## src/rtl/cnn_pkg.sv

```systemverilog
// Shared types and constants for the 3D pooling / unpooling datapath.
package cnn_pkg;

  localparam int SAMPLE_W = 16;

  typedef logic signed [SAMPLE_W-1:0] sample_t;
  typedef logic [2:0]                 idx_t;

  typedef enum logic [1:0] {
    FILL,
    EMIT,
    DONE
  } unpool_state_t;

  // Bit positions of the per-axis offsets inside an argmax index {dz,dy,dx}.
  localparam int IDX_DZ = 2;
  localparam int IDX_DY = 1;
  localparam int IDX_DX = 0;

  // Packs per-axis window offsets into an argmax index.
  function automatic idx_t make_idx(input logic dz, input logic dy, input logic dx);
    idx_t r;
    r         = '0;
    r[IDX_DZ] = dz;
    r[IDX_DY] = dy;
    r[IDX_DX] = dx;
    return r;
  endfunction

endpackage

```

## src/rtl/cnn_3d_max_unpooling_if.sv

```systemverilog
// Pooled-input / unpooled-output stream bundle of the unpooling block.
interface cnn_3d_max_unpooling_if #(
  parameter int DATA_W = 16
) ();
  import cnn_pkg::*;

  logic                     in_valid;
  logic                     in_ready;
  logic signed [DATA_W-1:0] in_data;
  idx_t                     in_idx;
  logic                     out_valid;
  logic                     out_ready;
  logic signed [DATA_W-1:0] out_data;
  logic                     out_last;
  logic                     done;

  // Stream source / sink side (testbench or neighbouring stages).
  modport master (
    output in_valid, in_data, in_idx, out_ready,
    input  in_ready, out_valid, out_data, out_last, done
  );

  // Unpooling block side.
  modport slave (
    input  in_valid, in_data, in_idx, out_ready,
    output in_ready, out_valid, out_data, out_last, done
  );

endinterface

```

## src/rtl/cnn_unpool_buf.sv

```systemverilog
// One-filter register file of pooled {value, argmax} pairs: one write port,
// combinational read, cleared by reset.
module cnn_unpool_buf
  import cnn_pkg::*;
#(
  parameter int DATA_W = 16,
  parameter int DEPTH  = 8,
  parameter int AW     = 3
) (
  input  logic              clk,
  input  logic              reset,
  input  logic              i_wr_en,
  input  logic [AW-1:0]     i_wr_addr,
  input  logic [DATA_W-1:0] i_wr_data,
  input  idx_t              i_wr_idx,
  input  logic [AW-1:0]     i_rd_addr,
  output logic [DATA_W-1:0] o_rd_data,
  output idx_t              o_rd_idx
);

  logic [DATA_W-1:0] r_mem_data [DEPTH];
  idx_t              r_mem_idx  [DEPTH];

  // Storage update: clear on reset, otherwise write the accepted pooled sample.
  // NOTE: the storage is cleared on reset so a partially filled volume never leaks
  // stale data into the next run; this keeps it in flops rather than a RAM macro.
  // NOTE: state is written with <= so every register samples pre-edge values.
  always_ff @(posedge clk) begin
    if (reset) begin
      for (int i = 0; i < DEPTH; i++) begin
        r_mem_data[i] <= '0;
        r_mem_idx[i]  <= '0;
      end
    end else if (i_wr_en) begin
      r_mem_data[i_wr_addr] <= i_wr_data;
      r_mem_idx[i_wr_addr]  <= i_wr_idx;
    end
  end

  assign o_rd_data = r_mem_data[i_rd_addr];
  assign o_rd_idx  = r_mem_idx[i_rd_addr];

endmodule

```

## src/rtl/cnn_3d_max_unpooling.sv

```systemverilog
// Streaming 3D max-unpooling: buffers one filter's pooled volume, then emits the
// full-resolution cube in raster order with each value at its argmax position.
module cnn_3d_max_unpooling
  import cnn_pkg::*;
#(
  parameter int OUT_SIZE    = 4,
  parameter int NUM_FILTERS = 3,
  parameter int DATA_W      = 16
) (
  input  logic                   clk,
  input  logic                   reset,
  cnn_3d_max_unpooling_if.slave  bus
);

  localparam int P    = OUT_SIZE / 2;
  localparam int N_IN = P * P * P;
  localparam int AW   = (N_IN > 1) ? $clog2(N_IN) : 1;
  localparam int CW   = $clog2(OUT_SIZE);
  localparam int FW   = (NUM_FILTERS > 1) ? $clog2(NUM_FILTERS) : 1;

  localparam logic [CW-1:0] C_LAST = CW'(OUT_SIZE - 1);

  unpool_state_t            r_state;
  logic [AW-1:0]            r_in_cnt;
  logic [FW-1:0]            r_filt;
  logic [CW-1:0]            r_x, r_y, r_z;      // coordinate of the next sample to load
  logic                     r_out_valid;
  logic                     r_out_last;
  logic signed [DATA_W-1:0] r_out_data;
  logic                     r_done;

  logic                     w_accept;
  logic                     w_in_last;
  logic                     w_out_hs;
  logic                     w_load;
  logic                     w_at_end;
  logic [AW-1:0]            w_rd_addr;
  logic [DATA_W-1:0]        w_buf_data;
  idx_t                     w_buf_idx;
  logic                     w_bypass;
  logic [DATA_W-1:0]        w_entry_data;
  idx_t                     w_entry_idx;
  idx_t                     w_pos_idx;
  logic [DATA_W-1:0]        w_sel_data;

  // Accept only in FILL; reset forces in_ready low during the reset cycle itself.
  assign bus.in_ready = (r_state == FILL) && !reset;
  assign w_accept     = bus.in_valid && bus.in_ready;
  assign w_in_last    = (r_in_cnt == AW'(N_IN - 1));
  assign w_out_hs     = r_out_valid && bus.out_ready;

  // Load the output register on the final accept (first sample) or on every
  // non-final output handshake (next sample).
  assign w_load = ((r_state == FILL) && w_accept && w_in_last) ||
                  ((r_state == EMIT) && w_out_hs && !r_out_last);

  assign w_at_end = (r_x == C_LAST) && (r_y == C_LAST) && (r_z == C_LAST);

  // Pooled entry covering output (z,y,x) is (z>>1, y>>1, x>>1) in raster order.
  assign w_rd_addr = AW'(int'(r_z >> 1) * P * P + int'(r_y >> 1) * P + int'(r_x >> 1));

  cnn_unpool_buf #(
    .DATA_W (DATA_W),
    .DEPTH  (N_IN),
    .AW     (AW)
  ) u_buf (
    .clk       (clk),
    .reset     (reset),
    .i_wr_en   (w_accept),
    .i_wr_addr (r_in_cnt),
    .i_wr_data (bus.in_data),
    .i_wr_idx  (bus.in_idx),
    .i_rd_addr (w_rd_addr),
    .o_rd_data (w_buf_data),
    .o_rd_idx  (w_buf_idx)
  );

  // The first output is read on the same edge the final entry is written; forward
  // the incoming sample when both hit the same entry (single-entry volumes).
  assign w_bypass     = w_accept && (r_in_cnt == w_rd_addr);
  assign w_entry_data = w_bypass ? bus.in_data : w_buf_data;
  assign w_entry_idx  = w_bypass ? bus.in_idx  : w_buf_idx;

  assign w_pos_idx  = make_idx(r_z[0], r_y[0], r_x[0]);
  assign w_sel_data = (w_entry_idx == w_pos_idx) ? w_entry_data : '0;

  // FSM, counters and registered outputs.
  always_ff @(posedge clk) begin
    if (reset) begin
      r_state     <= FILL;
      r_in_cnt    <= '0;
      r_filt      <= '0;
      r_x         <= '0;
      r_y         <= '0;
      r_z         <= '0;
      r_out_valid <= 1'b0;
      r_out_last  <= 1'b0;
      r_out_data  <= '0;
      r_done      <= 1'b0;
    end else begin
      unique case (r_state)
        FILL: begin
          if (w_accept) begin
            if (w_in_last) begin
              r_in_cnt <= '0;
              r_state  <= EMIT;
            end else begin
              r_in_cnt <= r_in_cnt + 1'b1;
            end
          end
        end
        EMIT: begin
          if (w_out_hs && r_out_last) begin
            r_out_valid <= 1'b0;
            r_out_last  <= 1'b0;
            r_out_data  <= '0;
            if (r_filt == FW'(NUM_FILTERS - 1)) begin
              r_state <= DONE;
              r_done  <= 1'b1;
            end else begin
              r_filt  <= r_filt + 1'b1;
              r_state <= FILL;
            end
          end
        end
        DONE: begin
          r_done <= 1'b1;
        end
        default: r_state <= FILL;
      endcase

      if (w_load) begin
        r_out_valid <= 1'b1;
        r_out_data  <= w_sel_data;
        r_out_last  <= w_at_end;
        if (r_x == C_LAST) begin
          r_x <= '0;
          if (r_y == C_LAST) begin
            r_y <= '0;
            r_z <= (r_z == C_LAST) ? '0 : r_z + 1'b1;
          end else begin
            r_y <= r_y + 1'b1;
          end
        end else begin
          r_x <= r_x + 1'b1;
        end
      end
    end
  end

  assign bus.out_valid = r_out_valid;
  assign bus.out_data  = r_out_data;
  assign bus.out_last  = r_out_last;
  assign bus.done      = r_done;

endmodule

```

## src/flat_wrapper.sv

```systemverilog
// flat-port wrapper written by rule: the top's interface ports become plain ports
module cnn_3d_max_unpooling_flat import cnn_pkg::*;
#(
  parameter int OUT_SIZE    = 4,
  parameter int NUM_FILTERS = 3,
  parameter int DATA_W      = 16
)
  (clk, reset, bus_in_valid, bus_in_data, bus_in_idx, bus_out_ready, bus_in_ready, bus_out_valid, bus_out_data, bus_out_last, bus_done);
  cnn_3d_max_unpooling_if #(.DATA_W(DATA_W)) bus_i ();
  input  logic clk;
  input  logic reset;
  input wire logic [$bits(bus_i.in_valid)-1:0] bus_in_valid;
  input wire logic [$bits(bus_i.in_data)-1:0] bus_in_data;
  input wire logic [$bits(bus_i.in_idx)-1:0] bus_in_idx;
  input wire logic [$bits(bus_i.out_ready)-1:0] bus_out_ready;
  output wire logic [$bits(bus_i.in_ready)-1:0] bus_in_ready;
  output wire logic [$bits(bus_i.out_valid)-1:0] bus_out_valid;
  output wire logic [$bits(bus_i.out_data)-1:0] bus_out_data;
  output wire logic [$bits(bus_i.out_last)-1:0] bus_out_last;
  output wire logic [$bits(bus_i.done)-1:0] bus_done;
  assign bus_i.in_valid = bus_in_valid;
  assign bus_i.in_data = bus_in_data;
  assign bus_i.in_idx = bus_in_idx;
  assign bus_i.out_ready = bus_out_ready;
  assign bus_in_ready = bus_i.in_ready;
  assign bus_out_valid = bus_i.out_valid;
  assign bus_out_data = bus_i.out_data;
  assign bus_out_last = bus_i.out_last;
  assign bus_done = bus_i.done;
  cnn_3d_max_unpooling #(.OUT_SIZE(OUT_SIZE), .NUM_FILTERS(NUM_FILTERS), .DATA_W(DATA_W)) u_core (.clk(clk), .reset(reset), .bus(bus_i));
endmodule
```

## config.mk

```make
export PLATFORM = sky130hd
export DESIGN_NAME = cnn_3d_max_unpooling_flat
export DESIGN_NICKNAME = d
export VERILOG_FILES = /design/src/rtl/cnn_pkg.sv /design/src/rtl/cnn_3d_max_unpooling_if.sv /design/src/rtl/cnn_unpool_buf.sv /design/src/rtl/cnn_3d_max_unpooling.sv /design/src/flat_wrapper.sv
export SDC_FILE = /design/constraint.sdc
export NUM_CORES = 1
export LEC_CHECK = 0
export ABC_AREA = 1
export CAP_MARGIN = 0
export CORE_ASPECT_RATIO = 1.4
export CORE_MARGIN = 5
export CORE_UTILIZATION = 40
export CTS_CLUSTER_SIZE = 28
export DETAILED_ROUTE_END_ITERATION = 8
export GPL_ROUTABILITY_DRIVEN = 0
export PLACE_DENSITY = 0.54
export SLEW_MARGIN = 10
export SYNTH_ARGS = -nofsm -noshare
export SYNTH_HDL_FRONTEND = slang
export SYNTH_SLANG_ARGS = --single-unit
```

## constraint.sdc

```tcl
create_clock -name clk -period 2.75 [get_ports clk]
set_input_delay 0.55 -clock clk [delete_from_list [all_inputs] [get_ports clk]]
set_output_delay 0.55 -clock clk [all_outputs]
set_load 0.05 [all_outputs]
```

==> results.toml, run 1 <==
[status]
status = "finished clean"

[routing]
drt_iter0_drc = 534
drc_errors = 0
wl_um = 24790
drt_pass1_iterations = 5
num_vias = 6575
post_drt_via_cell_ratio = 5.407
route.antenna.remaining_nets = 0
wl_per_cell_um = 20.39

[clocking]
cts_max_level = 4
cts_max_path_buffers = 2
numCtsBuffers = 17
clkTransAtPathRegs_ns = 0.07
clk_latency_ns = 0.44
cts.hold.buffers_added = 0
cts-resized-gates = 0
clk_root_buffer_cell = "clkbuf_16"
cts_setup_buffers = 0
cts_tree = "done"
cts.sinks = 184

[setup_path]
max_stage_delay_ns = 0.55
end_kind = "output port"
worstSetupStartpointType = "primary input"
critPathRequiredTime_ns = 2.20
cp.arrival_ns = 1.81
cp_slowest_cell = "clkdlybuf4s50_1"
r2r_cells = 10
cp_max_fo = 23
path_cells = "clkdlybuf4s50_1, buf_4, nor2_1, buf_12"
critPathKind = "in -> out"

[min_path]
min_delay_path_depth = 2
hold_class = "reg -> reg"

[timing]
worst_slew_pin_slew_ns = 0.5534
rsz0062_at_grt = "no"
fin_setup_tns_ns = 0
timing.final.crit_share = 0.8584
timing.fmax_mhz = 423.6
timing_hold_violations_final = 0
fin_worst_skew_ns = 0.01146
whs_ns = 0.4791
final.min_clock_period_ns = 2.361
setup_viol = 0
slew_headroom = 0.6305
finalMaxSlewViolations = 0

[floorplanning]
die_w_um = 133.2
initial_core_util = 0.4041
core_um2 = 21050
die_h_um = 182.5
ios = 43
die_area_um2 = 24320
rows = 63

[synthesis]
synth_edf_count = 152
syn_area_per_cell_um2 = 9.502
synth_cells = 895
ys_types = 30
ys_ff_latch = 184
netlist_area_um2 = 8504
ys_seq_area_frac = 0.6120
synth_flop_cell = "edfxtp_1"
ys_top_cells_by_area = "edfxtp_1, nand2_1, nand3_1"
ys_async_sr_fraction = 0
synth_top_area_share = 0.5367
synth_warnings = 0
synth_nets = 928
synth_area_leader_cell = "edfxtp_1"

[power]
power_leakage_nw = 3.840
ir_drop_mv = 0.4472
powerDensity_nw_per_um2 = 661.6

[final_layout]
n_antenna_cell = 0
final-seq-area_um2 = 5206
final_net_count = 976
layout.cells.most_common_list = "nand2_1, nor2_1, edfxtp_1"
multiInputGateArea_um2 = 2877
fillCellCount = 2016
drive_gt1_frac = 0.1140
final_common_cell = "nand2_1"
area_delta_synth_final_pct = 17.36

[global_route]
grt-ovfl-total = 0
grt_pass1_wl_um = 37430
antenna_found_initial = 0
grt_usage = 0.2066
grt_pass1_vias = 6441
grt_max_degree = 41

[job]
drv_cap = 0

[placed_design]
hpwl_um = 15430
portBuffers = 42
synth_stat cells, types with 4 or more instances:
master    count
nand2_1     216
nor2_1      164
edfxtp_1    152
nand3_1     129
dfxtp_1      32
inv_1        32
clkbuf_1     29
o21ai_0      24
a21oi_1      19
a31oi_1      17
buf_2        15
nand3_2      11
a21oi_2      10
ha_1         10
buf_1         6
buf_6         4
clkinv_1      4
registers in the layout (all words and copies together), names as in the netlist:
signal and cells:
u_core.r_x 2, u_core.bus.out_data 16, u_core.u_buf.r_mem_idx 24, u_core.bus.out_valid 1
u_core.r_state 2, u_core.u_buf.r_mem_data 128, u_core.bus.out_last 1, u_core.bus.done 1
u_core.r_in_cnt 3, u_core.r_z 2, u_core.r_y 2, u_core.r_filt 2
routing by layer:
layer / global-route usage / part of all wire / vias up
li1: - / - / 3104
met1: 0.2571 / 0.42 / 3215
met2: 0.3523 / 0.50 / 201
met3: 0.03861 / 0.052 / 55
met4: 0.08728 / 0.034 / 0
met5: 0.004115 / 0 / -
layout make-up:
cell class	count	area share
multi-input combinational	615	0.2882
sequential	184	0.5216
clock buffer	18	0.04300
inverter	41	0.01642
tap	260	0.03259
clock inverter	14	0.01717
timing repair buffer	84	0.08098
logic make-up (layout without fill, tap and decap cells):
group / after synthesis / count (layout) / share of synthesized area
compound gates: 75 / 75 / 0.05208
xor+xnor: 2 / 2 / 0.004267
fa+ha+maj: 10 / 10 / 0.01471
buf+inv: 96 / 157 / 0.04973
simple gates: 528 / 528 / 0.2672
flops: 184 / 184 / 0.6120
path summary, 6_finish.rpt:
| path | start | endpoint | slack [ns] |
|---|---|---|---|
| min | u_core.bus.out_data[14] | u_core.bus.out_data[14] | 0.48 |
| max reg2reg | u_core.r_y[1] | u_core.bus.out_data[12] | 0.70 |
| min reg2reg | u_core.bus.out_data[14] | u_core.bus.out_data[14] | 0.48 |
| max | reset | bus_in_ready | 0.39 |
critical path, delay by kind of cell:
family,cells,cell delay [ns]
simple gates,1,0.14
buf+inv,3,1.11
report_power, final:
group	switching (mW)	total [mW]	internal [mW]
combinational	0.553	0.827	0.274
clock	1.09	2.53	1.44
sequential	0.0536	3.25	3.19
total	1.70	6.60	4.90
metrics by stage:
step	power (mW)	area, um^2	utilization	instances	setup slack (ns)
4_1_cts	6.631	9981	0.4742	1216	0.3967
6_report	6.603	9981	0.4742	1216	0.3893
3_5_place_dp	4.137	9380	0.4457	1184	0.3591
2_1_floorplan	3.810	8504	-	895	0.5806
3_3_place_gp	4.129	9380	0.4457	1184	0.3749
5_1_grt	6.836	9981	0.4742	1216	0.3516
(Power assumes the default switching activity.)
==> run 2: changes to the inputs <==
Settings changed: CORE_UTILIZATION 40 to 55, PLACE_DENSITY 0.54 to 0.71.
==> run 2 against run 1 <==
  * First-iteration DRC count is 43% higher
  * Sequential share of layout area rose by 1.0 points
  * Critical path type is now reg -> reg
  * Count of clock-buffer cells in the layout is 1 lower
  * Die area down 26%
  * Clock skew shrank 0.0049 ns
==> results.toml, run 2 (synthesis gave the netlist of run 1 again) <==
[clocking]
cts.hold.buffers_added = 0
cts-resized-gates = 0
clk_latency_ns = 0.44
cts.sinks = 184
cts_max_path_buffers = 2
clkTransAtPathRegs_ns = 0.06
clk_root_buffer_cell = "clkbuf_16"
cts_max_level = 4
cts_tree = "done"
numCtsBuffers = 17
cts_setup_buffers = 0

[setup_path]
crit-reg2reg-launch = "u_core.r_x[1]"
cp.arrival_ns = 2.74
worstSetupStartpointType = "flip-flop"
critPathLaunch = "u_core.r_x[1]"
end_kind = "flip-flop"
ff2ff_setup_slack_ns = 0.37
cp_max_fo = 32
critPathRequiredTime_ns = 3.11
critPathKind = "reg -> reg"
r2r_cells = 10
timing.rr.end = "u_core.bus.out_data[2]"
cp-endpoint = "u_core.bus.out_data[2]"

[final_layout]
multiInputGateArea_um2 = 2877
fillCellCount = 1216
layout.cells.most_common_list = "nand2_1, nor2_1, edfxtp_1"
drive_gt1_frac = 0.1094
area_delta_synth_final_pct = 15.09
n_antenna_cell = 0
final_common_cell = "nand2_1"
final-seq-area_um2 = 5206
instances_no_fill = 1143
largest_register_ffs = 128
regMostFlops = "u_core.u_buf.r_mem_data"
final_net_count = 972

[routing]
wl_um = 22860
route.antenna.remaining_nets = 0
num_vias = 6700
post_drt_via_cell_ratio = 5.862
drt_pass1_iterations = 5
drt_iter0_drc = 762
drc_errors = 0
wl_per_cell_um = 20.00

[floorplanning]
die_h_um = 157.1
die_area_um2 = 18080
die_w_um = 115.1
initial_core_util = 0.5625
rows = 53
ios = 43
core_um2 = 15120

[placed_design]
place_inst = 1112
hpwl_um = 15080
portBuffers = 42

[timing]
timing.fmax_mhz = 420.1
rsz0062_at_grt = "no"
whs_ns = 0.4714
timing.final.crit_share = 0.8656
finalMaxSlewViolations = 0
setup_viol = 0
timing_hold_violations_final = 0
slew_headroom = 0.6093
fin_setup_tns_ns = 0
final.min_clock_period_ns = 2.381
fin_worst_skew_ns = 0.006582
worst_slew_pin_slew_ns = 0.5853

[global_route]
grt-ovfl-total = 0
grt_usage = 0.2631
grt_max_degree = 37
grt_pass1_vias = 6616
antenna_found_initial = 0
grt_pass1_wl_um = 35930

[min_path]
min_delay_path_depth = 2
hold_class = "reg -> reg"

[job]
drv_cap = 0

[power]
ir_drop_mv = 0.3950
powerDensity_nw_per_um2 = 657.7
power_leakage_nw = 3.787

[status]
status = "finished clean"
-- run 2: per-layer routing --
layer | part of all wire | track usage | routed length [um] | vias to the layer above
met2 | 0.51 | 0.4443 | 11580 | 331
met1 | 0.38 | 0.3269 | 8703 | 3212
met4 | 0.034 | 0.1107 | 774 | 0
met3 | 0.079 | 0.05577 | 1803 | 60
met5 | 0 | 0 | 0 | -
li1 | - | - | - | 3097
-- run 2: worst max-delay path: stages, from the launching register on --
cell     delay [ns]
dfxtp_2        0.43
inv_2          0.29
nand2_1        0.09
nand2_1        0.11
nor2_4         0.04
nand2_4        0.10
buf_4          0.33
o21ai_0        0.15
a31oi_1        0.44
nand3_1        0.15
a21oi_1        0.15
-- run 2: power by group --
group          switching, mW  total (mW)  internal (mW)
Combinational          0.535       0.782          0.246
Clock                   1.06        2.40           1.34
Sequential            0.0594        3.25           3.19
-- run 2: layout make-up --
| class | count | share of cell area |
|---|---|---|
| Clock buffer | 17 | 0.04346 |
| Clock inverter | 14 | 0.01508 |
| Inverter | 41 | 0.01675 |
| Multi-Input combinational cell | 615 | 0.2939 |
| Sequential cell | 184 | 0.5319 |
| Tap cell | 192 | 0.02454 |
| Timing Repair Buffer | 80 | 0.07440 |
-- run 2: worst min path at each step --
| stage | startpoint | endpoint | slack [ns] |
|---|---|---|---|
| final | u_core.bus.out_data[15] | u_core.bus.out_data[15] | 0.47 |
| after global routing | u_core.bus.out_data[12] | u_core.bus.out_data[12] | 0.49 |
| after CTS | u_core.bus.out_data[15] | u_core.bus.out_data[15] | 0.47 |
| after detailed placement | u_core.bus.out_data[15] | u_core.bus.out_data[15] | 0.46 |
| after global placement | u_core.bus.done | u_core.bus.done | 0.46 |
| after floorplan | u_core.r_y[0] | u_core.r_y[0] | 0.47 |
-- run 2: metrics by stage --
stage | worst slack (ns) | cell area, um^2 | power, mW | util
after detailed placement | 0.06267 | 9215 | 4.084 | 0.6095
after floorplan | 0.5806 | 8504 | 3.810 | -
after CTS | 0.4203 | 9788 | 6.446 | 0.6474
final | 0.3695 | 9788 | 6.437 | 0.6474
after global placement | 0.1291 | 9215 | 4.052 | 0.6095
after global routing | 0.2280 | 9788 | 6.639 | 0.6474
